[src/rtl/uart_tx_ctrl.sv]
// UART transmit sequencer: start, LSB-first data, optional parity, 1/2 stops.
// Frame format is captured at accept so config writes never touch a live frame.
module uart_tx_ctrl #(
  parameter int DATA_W = 8
) (
  input  logic              clk_i,
  input  logic              rst_i,
  input  logic              baud_tick_i,
  input  logic [DATA_W-1:0] tx_data_i,
  input  logic              tx_valid_i,
  output logic              tx_ready_o,
  input  logic              par_en_i,
  input  logic              par_odd_i,
  input  logic              stop2_i,
  output logic              tx_o,
  output logic              busy_o,
  output logic              done_o
);

  localparam int IW = (DATA_W > 1) ? $clog2(DATA_W) : 1;
  localparam logic [IW-1:0] LAST = IW'(DATA_W - 1);

  typedef enum logic [2:0] {
    IDLE,
    SYNC,
    START,
    DATA,
    PARITY,
    STOP1,
    STOP2
  } state_t;

  state_t            state_q, state_d;
  logic [DATA_W-1:0] sh_q, sh_d;
  logic [IW-1:0]     idx_q, idx_d;
  logic              par_en_q, par_en_d;
  logic              par_q, par_d;
  logic              stop2_q, stop2_d;
  logic              tx_d, done_d;
  logic              accept;

  assign accept = tx_valid_i && tx_ready_o;

  always_comb begin
    state_d  = state_q;
    sh_d     = sh_q;
    idx_d    = idx_q;
    par_en_d = par_en_q;
    par_d    = par_q;
    stop2_d  = stop2_q;
    done_d   = 1'b0;
    unique case (state_q)
      IDLE: begin
        if (accept) begin
          state_d  = SYNC;
          sh_d     = tx_data_i;
          idx_d    = '0;
          par_en_d = par_en_i;
          par_d    = (^tx_data_i) ^ par_odd_i;
          stop2_d  = stop2_i;
        end
      end
      SYNC: begin
        if (baud_tick_i) state_d = START;
      end
      START: begin
        if (baud_tick_i) begin
          state_d = DATA;
          idx_d   = '0;
        end
      end
      DATA: begin
        if (baud_tick_i) begin
          if (idx_q == LAST) begin
            state_d = par_en_q ? PARITY : STOP1;
          end else begin
            idx_d = idx_q + 1'b1;
            sh_d  = sh_q >> 1;
          end
        end
      end
      PARITY: begin
        if (baud_tick_i) state_d = STOP1;
      end
      STOP1: begin
        if (baud_tick_i) begin
          if (stop2_q) begin
            state_d = STOP2;
          end else begin
            state_d = IDLE;
            done_d  = 1'b1;
          end
        end
      end
      STOP2: begin
        if (baud_tick_i) begin
          state_d = IDLE;
          done_d  = 1'b1;
        end
      end
      default: state_d = IDLE;
    endcase
  end

  // Line level is decoded from the next state so tx_o can be a flop.
  always_comb begin
    tx_d = 1'b1;
    unique case (state_d)
      START:   tx_d = 1'b0;
      DATA:    tx_d = sh_d[0];
      PARITY:  tx_d = par_d;
      default: tx_d = 1'b1;
    endcase
  end

  always_ff @(posedge clk_i) begin
    if (rst_i) begin
      state_q    <= IDLE;
      sh_q       <= '0;
      idx_q      <= '0;
      par_en_q   <= 1'b0;
      par_q      <= 1'b0;
      stop2_q    <= 1'b0;
      tx_o       <= 1'b1;
      tx_ready_o <= 1'b1;
      busy_o     <= 1'b0;
      done_o     <= 1'b0;
    end else begin
      state_q    <= state_d;
      sh_q       <= sh_d;
      idx_q      <= idx_d;
      par_en_q   <= par_en_d;
      par_q      <= par_d;
      stop2_q    <= stop2_d;
      tx_o       <= tx_d;
      tx_ready_o <= (state_d == IDLE);
      busy_o     <= (state_d != IDLE);
      done_o     <= done_d;
    end
  end

endmodule
[config.mk]
export PLATFORM = sky130hd
export DESIGN_NAME = uart_tx_ctrl
export DESIGN_NICKNAME = d
export VERILOG_FILES = /design/src/rtl/uart_tx_ctrl.sv
export SDC_FILE = /design/constraint.sdc
export NUM_CORES = 1
export LEC_CHECK = 0
export ABC_AREA = 1
export CORE_ASPECT_RATIO = 1.2
export CORE_MARGIN = 3
export CORE_UTILIZATION = 59
export CTS_BUF_LIST = sky130_fd_sc_hd__clkbuf_4 sky130_fd_sc_hd__clkbuf_8
export DETAILED_ROUTE_END_ITERATION = 16
export HOLD_SLACK_MARGIN = 0.08
export PLACE_DENSITY = 0.95
export SLEW_MARGIN = 20
export SYNTH_ARGS = -nofsm -noshare
export SYNTH_HDL_FRONTEND = slang
export SYNTH_SLANG_ARGS = --single-unit
[constraint.sdc]
create_clock -name clk_i -period 3.85 [get_ports clk_i]
set_input_delay 0.5775 -clock clk_i [delete_from_list [all_inputs] [get_ports clk_i]]
set_output_delay 0.5775 -clock clk_i [all_outputs]
set_load 0.05 [all_outputs]
Word level (Yosys, flattened, before mapping)
Cells that the tools add are included.
Storage, ports and cells
  bits in registers: 21
  output and inout bits: 4
  word-level logic and storage cells: 64
Operators by class
  add/sub/neg operators: 1
  eq/ne operators: 14
  multiplexer cells: 27
  bitwise logic cells: 1
  reduce and logical (&&, ||, !) cells: 10
Operator list (number)
  2-to-1 mux 3 bit: 13
  2-to-1 mux 8 bit: 3
  one-hot mux 3 bit (7 select lines): 1
  one-hot mux 8 bit (2 select lines): 1
  == test 3 bit, second input constant: 5
  == test 3 x 2 -> 1 bit, second input constant: 4
  one-hot mux 3 bit (3 select lines): 1
  inequality test 2 bit, second input constant: 4
  parity 8 bit: 1
  zero test 3 bit: 2
  2-to-1 mux 1 bit: 6
  nonzero test 3 bit: 2
  AND reduction 5 bit: 1
  AND reduction 4 bit: 1
  adder 3 x 1 -> 3 bit, second input constant: 1
  == test 3 x 1 -> 1 bit, second input constant: 1
  one-hot mux 1 bit (3 select lines): 1
  one-hot mux 1 bit (2 select lines): 1
  AND reduction 2 bit: 1
  nonzero test 2 bit: 1
  logical AND 1 bit: 1
  XOR 1 bit: 1

Depth between registers and ports, before layout
  depth after elaboration: 6
  gate-level depth with buffers: 11

Worst setup path before layout
No wires, ideal clock.
  path type: flip-flop to flip-flop
  start point: register idx_q[0]
  end point: register idx_q[2]
  setup time: 0.128 ns
  arrival: 1.337 ns
  slack: 2.386 ns
  stages on the path, launching flop included: 9
  path buffers: 0
  period minus slack after synthesis: 1.464 ns
  path through: dfxtp_1 ha_1 ha_1 inv_1 nor2_1 nor3_4 nand2_1 o21ai_1 nor2_1
On the way
  longest elaborated chain between the ends: 4
  elaborated cells between the ends (all ways): 7
  classes of those cells: add/sub: 1; eq/ne: 2; mux: 3; reduce/logical: 1
RTL lines
  start, declared: RTL line 35  | logic [IW-1:0] idx_q, idx_d;
  start signal, assigned: RTL line 131  | idx_q <= idx_d;
  adder 3 x 1 -> 3 bit: RTL line 77  | idx_d = idx_q + 1'b1;
  2-to-1 mux 3 bit: RTL line 74  | if (idx_q == LAST) begin
  2-to-1 mux 3 bit: RTL line 73  | if (baud_tick_i) begin
  one-hot mux 3 bit (3 select lines): RTL line 52  | unique case (state_q)
Several ways; a longest one is shown, not always the timed one. The select of a mux whose other input is x is not followed.
A chain may end at the register's enable or synchronous reset.

Worst setup path after layout
  start point: input baud_tick_i
  end point: register busy_o
On the way
  longest elaborated chain between the ends: 3
  elaborated cells between the ends (all ways): 8
  classes of those cells: mux: 7; reduce/logical: 1
RTL lines
  start, declared: RTL line 8  | input logic baud_tick_i,
  2-to-1 mux 3 bit (tied with other cells): RTL line 96  | if (baud_tick_i) begin
  one-hot mux 3 bit (7 select lines) (*): RTL line 52
  nonzero test 3 bit (*): RTL line 137  | busy_o <= (state_d != IDLE);
  end signal, assigned: RTL line 137
  end, declared: RTL line 16  | output logic busy_o,
Mark *: on every way between the ends. The rest lies on a longest branch, timed or not.

==> impl_metrics.env <==
export IMPL_min_path_type="reg2reg"
export IMPL_min_from="sh_q[2]"
export IMPL_drt_total_wl_um=2730
export IMPL_grt_max_degree=15
export IMPL_crit_required_ns=4.06
export IMPL_gp_congestion=0.961
export IMPL_drtIter0Drc=44
export IMPL_vias=1259
export IMPL_grt_pass1_vias=1193
export IMPL_die_w_um=47.9
export IMPL_worst_pin_slew_ns=0.652
export IMPL_maxSlewHeadroom=0.564
export IMPL_final_setup_worst_slack_ns=1.78
export IMPL_grt_pass1_wl_um=4550
export IMPL_stdcell_area_um2=1430
export IMPL_synthCells=185
export IMPL_rows=17
export IMPL_antennaDiodeCount=0
export IMPL_dp_slack_ns=1.52
export IMPL_initial_core_util=0.648
export IMPL_mostFrequentLayoutCell="nand2_1"
export IMPL_reg2reg_slack_ns=2.02
export IMPL_fin_crit_ns=2.07
export IMPL_clock_path_buffers=2
export IMPL_crit_start="baud_tick_i"
export IMPL_cp_max_fo=13
export IMPL_clock_fmax_mhz=484
export IMPL_cts_inserted_buffers=3
export IMPL_setup_tns_ns=0
export IMPL_cp_arrival_ns=2.28
export IMPL_ys_seq_area_frac=0.339
export IMPL_report_final_hold_viol_count=0
export IMPL_ios=19
export IMPL_rsz0062_at_grt="no"
export IMPL_synth_seq_cells=21
export IMPL_layout_common_cells="nand2_1 (66), dfxtp_1 (21), clkdlybuf4s50_1 (18), inv_1 (16), nor2_1 (12)"
export IMPL_core_area_um2=1910
export IMPL_fin_crit_sh=0.537
export IMPL_cts_tree="built"
export IMPL_hold_end="sh_q[2]"
export IMPL_yosys_top_cells_area="dfxtp_1 (34%), nand2_1 (20%), inv_1 (4.8%)"
export IMPL_synth_top_area_frac=0.339
export IMPL_status="finished clean"
export IMPL_rr_worst_depth=9
export IMPL_fin_skew_ns=0.00206
export IMPL_async_reset_ff_frac=0
export IMPL_rr_startpoint="state_q[0]"
export IMPL_cts_resized=0
export IMPL_first_pass_iters=5
export IMPL_synth_area_leader_cell="dfxtp_1"
export IMPL_power_density_nw_per_um2=404
export IMPL_synth_avg_cell_area_um2=6.70
export IMPL_final_util=0.747
export IMPL_ys_warn_count=0
export IMPL_area_growth_pct=15.3
export IMPL_synth_nets=203
export IMPL_max_cap_violations=0
export IMPL_clkTransAtPathRegs_ns=0.11
export IMPL_cts_root_buf="clkbuf_4"
export IMPL_synth_edf_count=0
export IMPL_grt_ovfl_total=0
export IMPL_vdd_drop_max_mv=0.242
export IMPL_drv_slew=0
export IMPL_start_kind="input port"
export IMPL_wl_per_cell_um=12.3
export IMPL_crit_type="in2reg"
export IMPL_dpl_cell_area_um2=1400
export IMPL_die_area_um2=2690
export IMPL_antenna_found_initial=0
export IMPL_ys_types=29
export IMPL_drcViolationCount=0
export IMPL_grt_use_total=0.225
export IMPL_drt_vias_per_instance=5.70
export IMPL_netlist_area_um2=1240
export IMPL_numPortBuffers=18
export IMPL_synth_main_ff_cell="dfxtp_1"
export IMPL_drtAntennaViolNets=0
export IMPL_h_tree_depth=1
export IMPL_ctsHoldBuffers=0
export IMPL_insertion_delay_ns=0.30
export IMPL_post_cts_buffers=0
export IMPL_final_nets=221
export IMPL_cts_sinks=21
export IMPL_die_y_um=56.2
export IMPL_power_leakage_nw=0.649
export IMPL_finalSetupViolCount=0
export IMPL_hpwl_um=2130
export IMPL_hold_depth=2
export IMPL_r2r_end="tx_o"
export IMPL_endpoint_kind="flip-flop"
export IMPL_hold_ws_ns=0.485
export IMPL_drive_gt1_frac=0.109
-- synth_stat cells, types with 5 or more instances --
cell	number
a31oi_1	7
dfxtp_1	21
nand2_1	66
inv_2	6
nor2_1	12
nand3_1	11
inv_1	16
a21oi_1	5
nand4_1	8
-- flip-flops by register name (all words and copies together) (netlist names) --
signal      flops
par_en_q        1
busy_o          1
par_q           1
sh_q            8
tx_o            1
stop2_q         1
done_o          1
idx_q           3
tx_ready_o      1
state_q         3
-- routing by layer --
layer | share of wire | wire length [um] | GRT usage
met4 | 0.034 | 92 | 0.135
met3 | 0.042 | 114 | 0.0291
met1 | 0.40 | 1100 | 0.243
met2 | 0.52 | 1420 | 0.382
met5 | 0 | 0 | 0
-- worst max-delay path: stages --
cell and delay, ns:
clkdlybuf4s50_1 0.77, inv_2 0.12, o21ai_0 0.18, nand3_1 0.08, nor2_1 0.21, nand3_1 0.13
o21ai_2 0.16, inv_2 0.04
-- area by class of cell --
| class | count | area [um^2] |
|---|---|---|
| fill | 139 | 484 |
| clock buffer | 3 | 22.5 |
| clock inverter | 1 | 5.00 |
| inverter | 22 | 82.6 |
| multi-input combinational | 137 | 696 |
| sequential | 21 | 420 |
| timing repair buffer | 18 | 180 |
| tap | 19 | 23.8 |
-- kinds of logic after synthesis --
family / count (synthesis) / share of synthesized area
AO/OA/AOI/OAI: 24 / 0.120
XOR/XNOR: 2 / 0.0141
adder cells (fa/ha/maj): 3 / 0.0303
buffers and inverters: 27 / 0.0999
flip-flops: 21 / 0.339
AND/OR/NAND/NOR: 108 / 0.397
-- through the flow --
| stage | power (W) | instances |
|---|---|---|
| finish | 0.000577 | 221 |
| global route | 0.000618 | 221 |
| CTS | 0.000580 | 221 |
| detailed placement | 0.000476 | 217 |
| global placement | 0.000465 | 217 |
| floorplan | 0.000421 | 185 |
-- power by group --
part	switching, W	internal, W	leakage (nW)
Clock	0.0000642	0.0000388	0.0177
Sequential	0.0000196	0.000246	0.172
Combinational	0.000133	0.0000754	0.459
-- worst max-delay path by stage --
stage / end
CTS: tx_ready_o
global route: busy_o
global placement: busy_o
finish: busy_o
detailed placement: busy_o
floorplan: idx_q[2]
Power figures use the tool's default switching activity.
